**config.mk**
```make
export PLATFORM = sky130hd
export DESIGN_NAME = float32_add_sequencer_flat
export DESIGN_NICKNAME = d
export VERILOG_FILES = /design/src/rtl/float32_add_sequencer_if.sv /design/src/rtl/float32_add_sequencer.sv /design/src/flat_wrapper.sv
export SDC_FILE = /design/constraint.sdc
export NUM_CORES = 1
export LEC_CHECK = 0
export ABC_AREA = 1
export ABC_CLOCK_PERIOD_IN_PS = 4200
export CORE_MARGIN = 2
export CORE_UTILIZATION = 45
export CTS_CLUSTER_DIAMETER = 30
export DETAILED_ROUTE_END_ITERATION = 8
export GPL_TIMING_DRIVEN = 0
export MAX_ROUTING_LAYER = met4
export PLACE_DENSITY = 0.85
export SKIP_CTS_REPAIR_TIMING = 1
export SLEW_MARGIN = 10
export SYNTH_ARGS = -nofsm -noshare
export SYNTH_HDL_FRONTEND = slang
export SYNTH_SLANG_ARGS = --single-unit
export TNS_END_PERCENT = 10
```
**constraint.sdc**
```tcl
create_clock -name CLK -period 4.2 [get_ports CLK]
set_clock_uncertainty 0.05 [all_clocks]
set_input_delay 0.63 -clock CLK [delete_from_list [all_inputs] [get_ports CLK]]
set_output_delay 0.63 -clock CLK [all_outputs]
set_load 0.02 [all_outputs]
```
**src/rtl/float32_add_sequencer_if.sv**
```systemverilog
// Operand, adder-side and result signals of the float32 add sequencer, bundled as one port.
interface float32_add_sequencer_if;
    logic        in_valid;
    logic        in_ready;
    logic [31:0] in_left;
    logic [31:0] in_right;
    logic        in_add_sub;
    logic [31:0] add_left;
    logic [31:0] add_right;
    logic        add_mode;
    logic        add_load;
    logic        add_busy;
    logic [31:0] add_sum;
    logic [2:0]  add_status;
    logic        out_valid;
    logic        out_ready;
    logic [31:0] out_sum;
    logic [2:0]  out_status;
    logic        out_timeout;

    modport master (
        output in_valid, in_left, in_right, in_add_sub, add_busy, add_sum, add_status, out_ready,
        input  in_ready, add_left, add_right, add_mode, add_load, out_valid, out_sum, out_status, out_timeout
    );

    modport slave (
        input  in_valid, in_left, in_right, in_add_sub, add_busy, add_sum, add_status, out_ready,
        output in_ready, add_left, add_right, add_mode, add_load, out_valid, out_sum, out_status, out_timeout
    );
endinterface

```
**src/rtl/float32_add_sequencer.sv**
```systemverilog
// Queues operand pairs and feeds them one at a time to an external Float32 adder,
// returning each sum (or a start timeout) over a valid/ready result port in push order.
module float32_add_sequencer #(
    parameter int FIFO_DEPTH    = 2,
    parameter int START_TIMEOUT = 8
) (
    input logic                    CLK,
    input logic                    nRST,
    float32_add_sequencer_if.slave bus
);
    localparam int AW = $clog2(FIFO_DEPTH);
    localparam int CW = $clog2(START_TIMEOUT + 1);
    localparam int EW = 65;

    typedef enum logic [2:0] {IDLE, LOAD, WAIT_START, WAIT_DONE, HOLD} state_t;

    state_t        state_q, state_d;
    logic [AW:0]   wr_ptr_q, wr_ptr_d;
    logic [AW:0]   rd_ptr_q, rd_ptr_d;
    logic [EW-1:0] mem_q [FIFO_DEPTH];
    logic          ready_en_q, ready_en_d;
    logic [CW-1:0] cnt_q, cnt_d;
    logic [31:0]   add_left_q, add_left_d;
    logic [31:0]   add_right_q, add_right_d;
    logic          add_mode_q, add_mode_d;
    logic          add_load_q, add_load_d;
    logic          out_valid_q, out_valid_d;
    logic [31:0]   out_sum_q, out_sum_d;
    logic [2:0]    out_status_q, out_status_d;
    logic          out_timeout_q, out_timeout_d;

    logic          fifo_empty;
    logic          fifo_full;
    logic          push;
    logic          pop;
    logic [EW-1:0] head;

    assign fifo_empty = (wr_ptr_q == rd_ptr_q);
    assign fifo_full  = (wr_ptr_q[AW] != rd_ptr_q[AW]) &&
                        (wr_ptr_q[AW-1:0] == rd_ptr_q[AW-1:0]);
    assign push       = bus.in_valid && bus.in_ready;
    assign head       = mem_q[rd_ptr_q[AW-1:0]];

    // ready_en_q delays in_ready by one edge so reset release is seen synchronously
    assign bus.in_ready    = ready_en_q && !fifo_full;
    assign bus.add_left    = add_left_q;
    assign bus.add_right   = add_right_q;
    assign bus.add_mode    = add_mode_q;
    assign bus.add_load    = add_load_q;
    assign bus.out_valid   = out_valid_q;
    assign bus.out_sum     = out_sum_q;
    assign bus.out_status  = out_status_q;
    assign bus.out_timeout = out_timeout_q;

    always_ff @(posedge CLK) begin
        if (push) begin
            mem_q[wr_ptr_q[AW-1:0]] <= {bus.in_left, bus.in_right, bus.in_add_sub};
        end
    end

    always_comb begin
        state_d       = state_q;
        cnt_d         = cnt_q;
        ready_en_d    = 1'b1;
        add_left_d    = add_left_q;
        add_right_d   = add_right_q;
        add_mode_d    = add_mode_q;
        add_load_d    = 1'b0;
        out_valid_d   = out_valid_q;
        out_sum_d     = out_sum_q;
        out_status_d  = out_status_q;
        out_timeout_d = out_timeout_q;
        pop           = 1'b0;

        unique case (state_q)
            IDLE: begin
                if (!fifo_empty && !bus.add_busy) begin
                    pop                                   = 1'b1;
                    {add_left_d, add_right_d, add_mode_d} = head;
                    add_load_d                            = 1'b1;
                    state_d                               = LOAD;
                end
            end
            LOAD: begin
                cnt_d   = '0;
                state_d = WAIT_START;
            end
            WAIT_START: begin
                // The counter value equals the number of idle WAIT_START cycles already spent
                if (bus.add_busy) begin
                    cnt_d   = '0;
                    state_d = WAIT_DONE;
                end else if (cnt_q == CW'(START_TIMEOUT - 1)) begin
                    cnt_d         = '0;
                    out_valid_d   = 1'b1;
                    out_timeout_d = 1'b1;
                    out_sum_d     = '0;
                    out_status_d  = '0;
                    state_d       = HOLD;
                end else begin
                    cnt_d = cnt_q + CW'(1);
                end
            end
            WAIT_DONE: begin
                if (!bus.add_busy) begin
                    out_valid_d   = 1'b1;
                    out_timeout_d = 1'b0;
                    out_sum_d     = bus.add_sum;
                    out_status_d  = bus.add_status;
                    state_d       = HOLD;
                end
            end
            HOLD: begin
                if (bus.out_ready) begin
                    out_valid_d = 1'b0;
                    state_d     = IDLE;
                end
            end
            default: begin
                state_d = IDLE;
            end
        endcase

        wr_ptr_d = push ? wr_ptr_q + (AW + 1)'(1) : wr_ptr_q;
        rd_ptr_d = pop  ? rd_ptr_q + (AW + 1)'(1) : rd_ptr_q;
    end

    always_ff @(posedge CLK or negedge nRST) begin
        if (!nRST) begin
            state_q       <= IDLE;
            wr_ptr_q      <= '0;
            rd_ptr_q      <= '0;
            ready_en_q    <= 1'b0;
            cnt_q         <= '0;
            add_left_q    <= '0;
            add_right_q   <= '0;
            add_mode_q    <= 1'b0;
            add_load_q    <= 1'b0;
            out_valid_q   <= 1'b0;
            out_sum_q     <= '0;
            out_status_q  <= '0;
            out_timeout_q <= 1'b0;
        end else begin
            state_q       <= state_d;
            wr_ptr_q      <= wr_ptr_d;
            rd_ptr_q      <= rd_ptr_d;
            ready_en_q    <= ready_en_d;
            cnt_q         <= cnt_d;
            add_left_q    <= add_left_d;
            add_right_q   <= add_right_d;
            add_mode_q    <= add_mode_d;
            add_load_q    <= add_load_d;
            out_valid_q   <= out_valid_d;
            out_sum_q     <= out_sum_d;
            out_status_q  <= out_status_d;
            out_timeout_q <= out_timeout_d;
        end
    end
endmodule

```
**src/flat_wrapper.sv**
```systemverilog
// flat-port wrapper written by rule: the top's interface ports become plain ports
module float32_add_sequencer_flat 
#(
    parameter int FIFO_DEPTH    = 2,
    parameter int START_TIMEOUT = 8
)
  (CLK, nRST, bus_in_valid, bus_in_left, bus_in_right, bus_in_add_sub, bus_add_busy, bus_add_sum, bus_add_status, bus_out_ready, bus_in_ready, bus_add_left, bus_add_right, bus_add_mode, bus_add_load, bus_out_valid, bus_out_sum, bus_out_status, bus_out_timeout);
  float32_add_sequencer_if bus_i ();
  input logic CLK;
  input logic nRST;
  input wire logic [$bits(bus_i.in_valid)-1:0] bus_in_valid;
  input wire logic [$bits(bus_i.in_left)-1:0] bus_in_left;
  input wire logic [$bits(bus_i.in_right)-1:0] bus_in_right;
  input wire logic [$bits(bus_i.in_add_sub)-1:0] bus_in_add_sub;
  input wire logic [$bits(bus_i.add_busy)-1:0] bus_add_busy;
  input wire logic [$bits(bus_i.add_sum)-1:0] bus_add_sum;
  input wire logic [$bits(bus_i.add_status)-1:0] bus_add_status;
  input wire logic [$bits(bus_i.out_ready)-1:0] bus_out_ready;
  output wire logic [$bits(bus_i.in_ready)-1:0] bus_in_ready;
  output wire logic [$bits(bus_i.add_left)-1:0] bus_add_left;
  output wire logic [$bits(bus_i.add_right)-1:0] bus_add_right;
  output wire logic [$bits(bus_i.add_mode)-1:0] bus_add_mode;
  output wire logic [$bits(bus_i.add_load)-1:0] bus_add_load;
  output wire logic [$bits(bus_i.out_valid)-1:0] bus_out_valid;
  output wire logic [$bits(bus_i.out_sum)-1:0] bus_out_sum;
  output wire logic [$bits(bus_i.out_status)-1:0] bus_out_status;
  output wire logic [$bits(bus_i.out_timeout)-1:0] bus_out_timeout;
  assign bus_i.in_valid = bus_in_valid;
  assign bus_i.in_left = bus_in_left;
  assign bus_i.in_right = bus_in_right;
  assign bus_i.in_add_sub = bus_in_add_sub;
  assign bus_i.add_busy = bus_add_busy;
  assign bus_i.add_sum = bus_add_sum;
  assign bus_i.add_status = bus_add_status;
  assign bus_i.out_ready = bus_out_ready;
  assign bus_in_ready = bus_i.in_ready;
  assign bus_add_left = bus_i.add_left;
  assign bus_add_right = bus_i.add_right;
  assign bus_add_mode = bus_i.add_mode;
  assign bus_add_load = bus_i.add_load;
  assign bus_out_valid = bus_i.out_valid;
  assign bus_out_sum = bus_i.out_sum;
  assign bus_out_status = bus_i.out_status;
  assign bus_out_timeout = bus_i.out_timeout;
  float32_add_sequencer #(.FIFO_DEPTH(FIFO_DEPTH), .START_TIMEOUT(START_TIMEOUT)) u_core (.CLK(CLK), .nRST(nRST), .bus(bus_i));
endmodule
```
After elaboration in Yosys (flattened, before gate mapping)

Memories as Yosys holds them, arrays and structs flattened. A register that Yosys moved wholly into a read port is not among the register bits.
Cells that the tools add are included.

Bits in registers: 50
RAM bits: 130
Input port bits: 105
Output and inout bits: 104
Word-level logic and storage cells: 72
Memories: 1

Add/subtract/negate cells: 3
Eq/ne operators: 14
Mux-type cells: 28
Reduce and logical (&&, ||, !) cells: 16

Memory list:

| name         | depth | width | read ports | clocked after memory_dff | wr ports | line                        | text |
|---|---|---|---|---|---|---|---|
| u_core.mem_q | 2     | 65    | 1          | 1                        | 1        | float32_add_sequencer.sv:20 | `logic [EW-1:0] mem_q [FIFO_DEPTH];` |

Operators with widths:

| operator                                                        | number |
|---|---|
| 32-bit two-way mux                                              | 3 |
| 32-bit one-hot mux with 2 select lines                          | 1 |
| 3-bit two-way mux                                               | 8 |
| 3-bit one-hot mux with 5 select lines                           | 1 |
| 1-bit two-way mux                                               | 9 |
| 4-bit two-way mux                                               | 2 |
| 4-bit one-hot mux with 2 select lines                           | 1 |
| 4-bit AND reduction                                             | 2 |
| 3-bit by 2-bit == test with 1-bit output, second input constant | 2 |
| 2-bit != test, second input constant                            | 3 |
| 3-bit one-hot mux with 2 select lines                           | 1 |
| 5-bit AND reduction                                             | 1 |
| 2-bit by 1-bit adder with 2-bit output, second input constant   | 2 |
| 4-bit by 1-bit adder with 4-bit output, second input constant   | 1 |
| 4-bit by 3-bit == test with 1-bit output, second input constant | 1 |
| 1-bit logical AND                                               | 4 |
| 1-bit zero test                                                 | 4 |
| 2-bit by 1-bit != test with 1-bit output, second input constant | 2 |
| 2-bit nonzero test                                              | 2 |
| 3-bit by 1-bit == test with 1-bit output, second input constant | 1 |
| 3-bit == test, second input constant                            | 1 |
| 3-bit zero test                                                 | 1 |
| 3-bit by 2-bit != test with 1-bit output, second input constant | 1 |
| 1-bit one-hot mux with 3 select lines                           | 1 |
| other kinds (6)                                                 | 6 |

Longest topological paths before layout

Gate-level depths: netlist of run 1.

Word-level depth: 7
Depth in mapped cells: 10

Least setup slack after synthesis of run 1

Ideal clock, no wire load.

Path kind: reg-to-reg
Start point: register u_core.wr_ptr_q[1]
End point: memory u_core.mem_q[0][0] (enable)
Library setup time: 489 ps
Arrival: 3,527 ps
Slack: 135 ps
Stages on the path, launching flop included: 8
Cell sequence: dfrtp_1 > inv_1 > nand2_1 > nand2_1 > inv_1 > nand2_1 > nand3_1 > nor2_1

Longest elaborated chain between the ends: 7

RTL lines:

| what                                    | line                         | text |
|---|---|---|
| start: declaration                      | float32_add_sequencer.sv:18  | `logic [AW:0] wr_ptr_q, wr_ptr_d;` |
| start signal: assignment                | float32_add_sequencer.sv:145 | `wr_ptr_q <= wr_ptr_d;` |
| 1-bit != test                           | float32_add_sequencer.sv:39  | `assign fifo_full = (wr_ptr_q[AW] != rd_ptr_q[AW]) &&` |
| 1-bit logical AND                       | float32_add_sequencer.sv:39  |  |
| 1-bit zero test                         | float32_add_sequencer.sv:45  | `assign bus.in_ready = ready_en_q && !fifo_full;` |
| 1-bit logical AND                       | float32_add_sequencer.sv:45  |  |
| 1-bit logical AND                       | float32_add_sequencer.sv:41  | `assign push = bus.in_valid && bus.in_ready;` |
| 1-bit two-way mux                       | float32_add_sequencer.sv:56  | `if (push) begin` |
| 1-bit two-way mux (not written as such) | float32_add_sequencer.sv:57  | `mem_q[wr_ptr_q[AW-1:0]] <= {bus.in_left, bus.in_right, bus.in_add_sub};` |
| end: declaration                        | float32_add_sequencer.sv:20  |  |

No other way between the ends.

Final worst setup path of run 1

Start point: register u_core.wr_ptr_q[0]
End point: output bus_in_ready

Longest elaborated chain between the ends: 4

RTL lines:

| what              | line                        | text |
|---|---|---|
| 1-bit == test     | float32_add_sequencer.sv:40 | `(wr_ptr_q[AW-1:0] == rd_ptr_q[AW-1:0]);` |
| 1-bit logical AND | float32_add_sequencer.sv:39 |  |
| 1-bit zero test   | float32_add_sequencer.sv:45 |  |
| 1-bit logical AND | float32_add_sequencer.sv:45 |  |
| end: declaration  | flat_wrapper.sv:19          | `output wire logic [$bits(bus_i.in_ready)-1:0] bus_in_ready;` |

No other way between the ends.

==> results.json, run 1 <==
{
  "route.detailed.drc": 0,
  "drt_pass1_iterations": 6,
  "leakage_nw": 6.035,
  "p_comb_share_pct": 33.1,
  "netlist_area_um2": 9311,
  "worstSetupEndpointType": "output port",
  "avgSynthCellArea_um2": 10.74,
  "clkSinkCount": 245,
  "hold_class": "primary input to asynchronous set/reset pin",
  "insertion_delay_ns": 0.53,
  "core-area_um2": 20300,
  "dp_hpwl_um": 15340,
  "start_kind": "flop",
  "cts_buffers": 46,
  "status": "finished, final reports clean",
  "fin_nets": 1234,
  "first_global_vias": 7196,
  "grt_pass1_wl_um": 35220,
  "cp-startpoint": "u_core.wr_ptr_q[0]$_DFFE_PN0N_",
  "routabilityCongestion": 0.8132,
  "slew_violations": 0,
  "synth_top_area_share_pct": 41.92,
  "power.internal_w": 0.006887,
  "vdd_drop_max_uv": 406.0,
  "synthCells": 867,
  "worst_ep_required_time_ns": 3.52,
  "ys_warn_count": 0,
  "fin_crit_sh_pct": 66.22,
  "wl_um": 22570,
  "vias_per_cell": 4.880,
  "synthTopCellsByArea": "edfxtp_1, dfrtp_1, nand2_1, nand3_1, buf_2",
  "syn_to_final_growth_pct": 43.77,
  "reg2reg_slack_ns": 1.89,
  "setup_violations": 0,
  "dieArea_um2": 21860,
  "r2r-start": "u_core.wr_ptr_q[0]$_DFFE_PN0N_",
  "root_buffer": "clkbuf_16",
  "clockPowerShare_pct": 33.0,
  "holdWs_ns": 0.02772,
  "antenna_found_initial": 1,
  "clkTransAtPathRegs_ns": 0.05,
  "fin_cells": 1437,
  "path_class": "flop to output port",
  "finalHoldViolCount": 0,
  "synth_seq_cells": 245,
  "num_vias": 7013,
  "fin_crit_ns": 2.781,
  "cts_buffer_depth": 3,
  "multi_input_area_um2": 2300,
  "tightest_slew_ns": 0.6746,
  "synth_cell_type_count": 26,
  "avgRoutedWirePerCell_um": 15.70,
  "start_util_pct": 45.87,
  "p_seq_share_pct": 33.9,
  "seqCellArea_um2": 6782,
  "drt-initial-drc-count": 357,
  "slew_headroom_pct": 55.03,
  "ant_nets": 0,
  "portBuffers": 208,
  "grt-ovfl-total": 0,
  "finalPower_w": 0.01057,
  "syn_nets": 973,
  "grt_max_degree": 62,
  "arrival_ns": 2.10,
  "max_freq_ghz": 0.3596,
  "cp_max_fo": 4,
  "post-route-util_pct": 65.95,
  "dp_cells": 1350,
  "die_y_um": 147.8,
  "drive_gt1_share_pct": 10.38,
  "yosysTopAreaCell": "edfxtp_1",
  "rows": 52,
  "n_fill_cell": 1467,
  "power_density_nw_per_um2": 789.2,
  "r2r_end": "u_core.mem_q[0][58]$_DFFE_PP_",
  "boundaryPins": 209,
  "drv_cap": 0,
  "ys_seq_area_share_pct": 72.83,
  "cp-endpoint": "bus_in_ready",
  "track_usage_pct": 21.13,
  "p_switching_w": 0.003678,
  "cts_tree": "done",
  "reg2regPathDepth": 7,
  "ctsHtreeMaxLevel": 2,
  "die_x_um": 147.8,
  "grt_setup_unrepaired": "false",
  "p_sw_share_pct": 34.82
}
[power groups by stage]
stage / Combinational, W / Clock, W / Sequential (W)
after floorplan: 0.00139 / 0 / 0.00410
final: 0.00350 / 0.00348 / 0.00358
after global placement: 0.00335 / 0 / 0.00361
after global routing: 0.00384 / 0.00366 / 0.00364
after detailed placement: 0.00352 / 0 / 0.00360
after CTS: 0.00354 / 0.00353 / 0.00358
[area by class of cell]
cell class	count	area share, %
Clock inverter	29	2.019
Inverter	14	0.3926
Buffer	38	1.439
Timing Repair Buffer	213	16.48
Tap cell	270	2.524
Sequential cell	245	50.66
Clock buffer	57	9.291
Multi-Input combinational cell	570	17.18
Antenna cell	1	0.01869
[layer usage]
layer	wire (um)	track usage (%)
met3	1779	5.093
met2	11540	36.98
met4	578	8.143
met1	8671	23.46
met5	0	-
[critical path, stage by stage (launching register included)]
cell and delay (ns):
dfrtp_1 0.44, inv_1 0.13, nand2_1 0.09, nand2_1 0.09, a21boi_0 0.19, clkdlybuf4s50_1 0.65
[sequential cells by signal (all words and copies together) (netlist names)]
| register | flops |
|---|---|
| u_core.mem_q | 130 |
| u_core.wr_ptr_q | 2 |
| u_core.bus.add_mode | 1 |
| u_core.state_q | 3 |
| u_core.bus.out_sum | 32 |
| u_core.bus.out_status | 3 |
| u_core.cnt_q | 4 |
| u_core.bus.out_valid | 1 |
| u_core.bus.add_right | 32 |
| u_core.bus.add_load | 1 |
| u_core.ready_en_q | 1 |
| u_core.bus.out_timeout | 1 |
| u_core.bus.add_left | 32 |
| u_core.rd_ptr_q | 2 |
[cells in the mapped netlist]
library cell and number:
nand4_1 1, nand3_2 1, nor2_2 1, buf_1 4, inv_2 6, a21oi_1 1, buf_2 16, inv_1 8
xor2_1 2, conb_1 1, nand3b_1 1, ha_1 1, nand2_2 1, buf_4 4, buf_6 2, nor2_4 3
and3_1 1, a21boi_0 2, nand3_1 44, o21ai_0 8, nand2_1 491, dfrtp_1 115, edfxtp_1 130, nor2_1 9
clkbuf_1 12, xnor2_1 2
[logic make-up (layout without fill, tap and decap cells)]
| family | Yosys count | in the layout | synth area share, % |
|---|---|---|---|
| xor+xnor | 4 | 4 | 0.3763 |
| simple gates | 553 | 553 | 23.34 |
| compound gates | 11 | 11 | 0.6449 |
| flops | 245 | 245 | 72.83 |
| fa+ha+maj | 1 | 1 | 0.1344 |
| buf+inv | 52 | 351 | 2.634 |
| other cells | 1 | 2 | 0.04027 |
[worst min-delay path by stage]
stage,startpoint,end,slack (ns),cells past startpoint
2_1_floorplan,nRST,u_core.bus.add_left[0]$_DFFE_PN0P_,0.28,0
3_3_place_gp,u_core.bus.out_status[1]$_DFFE_PN0P_,u_core.bus.out_status[1]$_DFFE_PN0P_,0.41,2
6_report,nRST,u_core.cnt_q[3]$_DFFE_PN0P_,0.03,1
3_5_place_dp,u_core.bus.add_left[28]$_DFFE_PN0P_,u_core.bus.add_left[28]$_DFFE_PN0P_,0.42,2
4_1_cts,nRST,u_core.cnt_q[3]$_DFFE_PN0P_,0.03,1
5_1_grt,nRST,u_core.cnt_q[3]$_DFFE_PN0P_,0.06,1
[cells in the final DEF (no fill, tap or decap), types with 8 or more instances in the layout]
| cell | n |
|---|---|
| clkbuf_1 | 19 |
| inv_1 | 8 |
| dfrtp_1 | 115 |
| clkdlybuf4s50_1 | 207 |
| nand3_1 | 44 |
| buf_2 | 16 |
| clkbuf_16 | 47 |
| edfxtp_1 | 130 |
| nand2_1 | 491 |
| o21ai_0 | 8 |
[metrics by stage]
step	setup WS (ns)	instance area, um^2	setup TNS (ns)
floorplan	0.1346	9311	0
finish	1.419	13390	0
detailed placement	1.578	11870	0
global placement	-2.118	11730	-484.36
CTS	1.387	13380	0
global route	1.326	13390	0
No activity file was read; power rests on OpenSTA's default activity.
==> run 2, diff against run 1 <==
--- a/config.mk
+++ b/config.mk
@@ -6,7 +6,7 @@
 export NUM_CORES = 1
 export LEC_CHECK = 0
 export ABC_AREA = 1
-export ABC_CLOCK_PERIOD_IN_PS = 4200
+export ABC_CLOCK_PERIOD_IN_PS = 2350
 export CORE_MARGIN = 2
 export CORE_UTILIZATION = 45
 export CTS_CLUSTER_DIAMETER = 30
==> constraint.sdc (replaced) <==
create_clock -name CLK -period 2.35 [get_ports CLK]
set_clock_uncertainty 0.05 [all_clocks]
set_input_delay 0.3525 -clock CLK [delete_from_list [all_inputs] [get_ports CLK]]
set_output_delay 0.3525 -clock CLK [all_outputs]
set_load 0.02 [all_outputs]
==> run 2 against run 1 <==
  * Global-route usage is 0.79 points higher
  * Power is 76% higher
  * Final cell count is 0.35% lower
  * Combinational power is 78% higher
  * Setup slack worse by 1.2 ns
  * Routed wire length is 1.7% higher
  * Die area stayed put
  * Critical path type unchanged
  * Critical endpoint unchanged
  * Largest cell class unchanged
  * Highest routed layer unchanged
==> results.json, run 2 (synthesized netlist as in run 1, its figures left out) <==
{
  "n_fill_cell": 1523,
  "final_cell_mix": "nand2_1, clkdlybuf4s50_1, edfxtp_1, dfrtp_1, clkbuf_16",
  "cp_slowest_cell": "dfrtp_1",
  "grt-ovfl-total": 0,
  "dp_cells": 1350,
  "start_kind": "flop",
  "clkTransAtPathRegs_ns": 0.05,
  "slew_violations": 0,
  "routabilityCongestion": 0.8440,
  "grt_max_degree": 59,
  "cts_buffer_depth": 3,
  "vias_per_cell": 4.788,
  "slew_headroom_pct": 56.92,
  "drt-initial-drc-count": 312,
  "dp_hpwl_um": 15270,
  "grt_setup_unrepaired": "false",
  "route.detailed.drc": 0,
  "reg2reg_slack_ns": 0.27,
  "holdWs_ns": 0.3479,
  "fin_nets": 1233,
  "r2r_end": "u_core.mem_q[0][5]$_DFFE_PP_",
  "clkSinkCount": 245,
  "fin_crit_sh_pct": 90.54,
  "pre_cts_ws_ns": 0.2235,
  "ctsHtreeMaxLevel": 2,
  "r2r-start": "u_core.wr_ptr_q[0]$_DFFE_PN0N_",
  "largest_reg_flops": 130,
  "boundaryPins": 209,
  "cp_max_fo": 4,
  "status": "finished, final reports clean",
  "drive_gt1_share_pct": 9.741,
  "crit_cells": 5,
  "cts_tree": "done",
  "wl_um": 22950,
  "avgRoutedWirePerCell_um": 16.02,
  "crit_path_cell_trace": "inv_1, nand2_1, nand2_1, a21boi_0, dlymetal6s2s_1",
  "syn_to_final_growth_pct": 43.04,
  "start_util_pct": 45.87,
  "rows": 52,
  "die_y_um": 147.8,
  "tightest_slew_ns": 0.6462,
  "max_freq_ghz": 0.4700,
  "path_common_cell": "nand2_1",
  "dieArea_um2": 21860,
  "finalWorstSetupSlack_ns": 0.2222,
  "hold_class": "primary input to asynchronous set/reset pin",
  "die_x_um": 147.8,
  "drv_cap": 0,
  "final_common_cell": "nand2_1",
  "critPathBufInv": 2,
  "cts_buffers": 44,
  "reg2regPathDepth": 7,
  "path_class": "flop to output port",
  "arrival_ns": 1.73,
  "fin_setup_tns_ns": 0,
  "first_global_vias": 7122,
  "worst_ep_required_time_ns": 1.95,
  "fin_cells": 1432,
  "placement.cell_area_um2": 11870,
  "fin_crit_ns": 2.128,
  "track_usage_pct": 21.93,
  "setup_violations": 0,
  "finalHoldViolCount": 0,
  "drt_pass1_iterations": 4,
  "critical-path-top-delay-family": "flip-flops",
  "num_vias": 6857,
  "finalInstanceArea_um2": 13320,
  "antenna_found_initial": 2,
  "cp_slowest_stage_delay_ns": 0.43,
  "grt_pass1_wl_um": 36310,
  "leakage_nw": 5.991,
  "root_buffer": "clkbuf_16",
  "core-area_um2": 20300,
  "worstSetupEndpointType": "output port",
  "insertion_delay_ns": 0.51,
  "power_density_nw_per_um2": 1398,
  "portBuffers": 208,
  "vdd_drop_max_uv": 858.5,
  "ant_nets": 0
}
run 2: through the flow:
| stage | util [%] | total power (W) |
|---|---|---|
| 2_1_floorplan | - | 0.009821 |
| 3_3_place_gp | 57.93 | 0.01244 |
| 3_5_place_dp | 58.46 | 0.01269 |
| 4_1_cts | 65.53 | 0.01877 |
| 5_1_grt | 65.61 | 0.01970 |
| 6_report | 65.61 | 0.01861 |
run 2: report_power, final:
part	switching, W	total [W]	internal, W
combinational	0.00374	0.00622	0.00249
sequential	0.000647	0.00643	0.00578
clock	0.00201	0.00596	0.00396
total	0.00639	0.0186	0.0122
run 2: area by class of cell:
| type | instances | area (um^2) | share of cell area (%) |
|---|---|---|---|
| plain buffers | 38 | 192.7 | 1.447 |
| inverters | 14 | 52.55 | 0.3946 |
| diodes | 2 | 5.005 | 0.03758 |
| well taps | 270 | 337.8 | 2.536 |
| clock buffers | 57 | 1254 | 9.413 |
| multi-input cells | 570 | 2312 | 17.36 |
| flip-flops and latches | 245 | 6782 | 50.92 |
| repair buffers | 214 | 2203 | 16.54 |
| clock inverters | 22 | 180.2 | 1.353 |
run 2: worst max path at each step:
stage	start	endpoint	slack, ns
CTS	u_core.wr_ptr_q[0]$_DFFE_PN0N_	bus_in_ready	-0.18
detailed placement	bus_add_busy	u_core.bus.add_left[4]$_DFFE_PN0P_	0.22
global placement	nRST	u_core.bus.add_right[23]$_DFFE_PN0P_	-3.73
global route	u_core.wr_ptr_q[0]$_DFFE_PN0N_	bus_in_ready	0.1
finish	u_core.wr_ptr_q[0]$_DFFE_PN0N_	bus_in_ready	0.22
floorplan	u_core.wr_ptr_q[0]$_DFFE_PN0N_	u_core.mem_q[0][0]$_DFFE_PP_	0.001
run 2: per-layer routing:
layer  track usage [%]  routed length, um  up-vias
li1                  -                  -     3314
met1             24.28               8881     3235
met2             38.19              11700      276
met3             7.068               1956       32
met4             6.190                410        0
met5                 -                  0        -
==> run 3, diff against run 2 <==
--- a/config.mk
+++ b/config.mk
@@ -7,9 +7,9 @@
 export LEC_CHECK = 0
 export ABC_AREA = 1
 export ABC_CLOCK_PERIOD_IN_PS = 2350
-export CORE_MARGIN = 2
 export CORE_UTILIZATION = 45
 export CTS_CLUSTER_DIAMETER = 30
+export CTS_CLUSTER_SIZE = 14
 export DETAILED_ROUTE_END_ITERATION = 8
 export GPL_TIMING_DRIVEN = 0
 export MAX_ROUTING_LAYER = met4
==> run 3 against run 2 <==
  * Worst hold slack worse by 0.086 ns
  * Sequential share of layout area shrank 0.64 points
  * Utilization increased by 1.1 points
  * Highest routed layer unchanged
==> results.json, run 3 (synthesized netlist as in run 1, its figures left out) <==
{
  "fin_crit_sh_pct": 95.21,
  "dieArea_um2": 21270,
  "cp-startpoint": "u_core.wr_ptr_q[0]$_DFFE_PN0N_",
  "status": "finished, final reports clean",
  "first_global_vias": 7320,
  "r2r-start": "u_core.wr_ptr_q[0]$_DFFE_PN0N_",
  "start_kind": "flop",
  "finalHoldViolCount": 0,
  "placement.cell_area_um2": 11920,
  "cts_tree": "done",
  "vdd_drop_max_uv": 749.1,
  "final_common_cell": "nand2_1",
  "fin_setup_tns_ns": 0,
  "reg2regPathDepth": 8,
  "p_sw_share_pct": 33.87,
  "ctsHtreeMaxLevel": 2,
  "grt_pass1_wl_um": 36360,
  "insertion_delay_ns": 0.51,
  "die_x_um": 145.8,
  "grt_setup_unrepaired": "false",
  "fin_crit_ns": 2.237,
  "clockPowerShare_pct": 33.9,
  "max_freq_ghz": 0.4470,
  "num_vias": 6975,
  "tightest_slew_ns": 0.6200,
  "multi_input_area_um2": 2318,
  "seqCellArea_um2": 6783,
  "setup_violations": 0,
  "avgRoutedWirePerCell_um": 15.82,
  "hold_class": "primary input to asynchronous set/reset pin",
  "die_y_um": 145.8,
  "grt-ovfl-total": 0,
  "drt_pass1_iterations": 5,
  "worst_ep_required_time_ns": 2.52,
  "path_class": "flop to flop",
  "largest_reg_flops": 130,
  "worstSetupEndpointType": "flop",
  "slew_violations": 0,
  "finalInstanceArea_um2": 13490,
  "wl_um": 22680,
  "clkSinkCount": 245,
  "drt-initial-drc-count": 442,
  "routabilityCongestion": 0.9265,
  "ant_nets": 0,
  "cts_buffers": 44,
  "antenna_cells": 0,
  "final_cell_mix": "nand2_1, clkdlybuf4s50_1, edfxtp_1, dfrtp_1, clkbuf_16",
  "fin_nets": 1236,
  "portBuffers": 208,
  "drv_cap": 0,
  "cts_buffer_depth": 3,
  "clkTransAtPathRegs_ns": 0.05,
  "dp_hpwl_um": 14720,
  "core-area_um2": 20230,
  "boundaryPins": 209,
  "vias_per_cell": 4.864,
  "r2r_end": "u_core.mem_q[0][63]$_DFFE_PP_",
  "rows": 52,
  "cp-endpoint": "u_core.mem_q[0][63]$_DFFE_PP_",
  "holdWs_ns": 0.2619,
  "track_usage_pct": 22.55,
  "syn_to_final_growth_pct": 44.89,
  "drive_gt1_share_pct": 10.57,
  "p_seq_share_pct": 33.2,
  "root_buffer": "clkbuf_16",
  "power.internal_w": 0.01275,
  "start_util_pct": 46.02,
  "reg2reg_slack_ns": 0.11,
  "leakage_nw": 6.089,
  "p_switching_w": 0.006531,
  "grt_max_degree": 78,
  "slew_headroom_pct": 58.67,
  "antenna_found_initial": 0,
  "route.detailed.drc": 0,
  "n_fill_cell": 1411,
  "p_comb_share_pct": 33.0,
  "cp_max_fo": 16,
  "arrival_ns": 2.41,
  "finalPower_w": 0.01928,
  "power_density_nw_per_um2": 1429
}
run 3: worst min-delay path by stage:
stage,start,to,slack [ns]
global placement,u_core.bus.out_sum[7]$_DFFE_PN0P_,u_core.bus.out_sum[7]$_DFFE_PN0P_,0.41
detailed placement,nRST,u_core.bus.out_timeout$_DFFE_PN0P_,0.22
floorplan,nRST,u_core.bus.add_left[0]$_DFFE_PN0P_,0.007
finish,nRST,u_core.bus.out_sum[7]$_DFFE_PN0P_,0.26
CTS,nRST,u_core.bus.out_sum[9]$_DFFE_PN0P_,-0.31
global route,nRST,u_core.bus.out_sum[9]$_DFFE_PN0P_,0.30
run 3: stage by stage:
step,std cells,setup WS [ns],utilization [%]
floorplan,867,0.001364,-
global placement,1345,-3.769,58.11
detailed placement,1351,-0.1044,58.90
CTS,1431,-0.1963,66.54
global route,1434,0.003180,66.68
finish,1434,0.1126,66.68
run 3: final cells by class:
class                           instances  share of cell area (%)
Buffer                                 38                   1.428
Clock buffer                           50                   8.634
Clock inverter                         30                   2.829
Inverter                               14                  0.3895
Multi-Input combinational cell        571                   17.18
Sequential cell                       245                   50.27
Tap cell                              270                   2.504
Timing Repair Buffer                  216                   16.76
run 3: critical path, cell delays in order, from the launching register on:
cell and delay, ns:
dfrtp_2 0.41, inv_1 0.14, nand2_1 0.10, nand2_1 0.09, nand2_1 0.12, nand3_4 0.14, nor2_4 0.48, buf_16 0.23
buf_16 0.16
run 3: metal layers:
metal	vias up	GRT usage [%]	wire length, um
li1	3332	-	-
met1	3295	24.76	8633
met2	289	38.42	11500
met3	59	6.176	1801
met4	0	9.737	742
met5	-	-	0
run 3: power groups by stage:
stage	clock network, W	logic, W	registers [W]
floorplan	0	0.00251	0.00731
global placement	0	0.00601	0.00641
detailed placement	0	0.00631	0.00642
CTS	0.00661	0.00639	0.00639
global route	0.00683	0.00697	0.00651
finish	0.00653	0.00636	0.00640
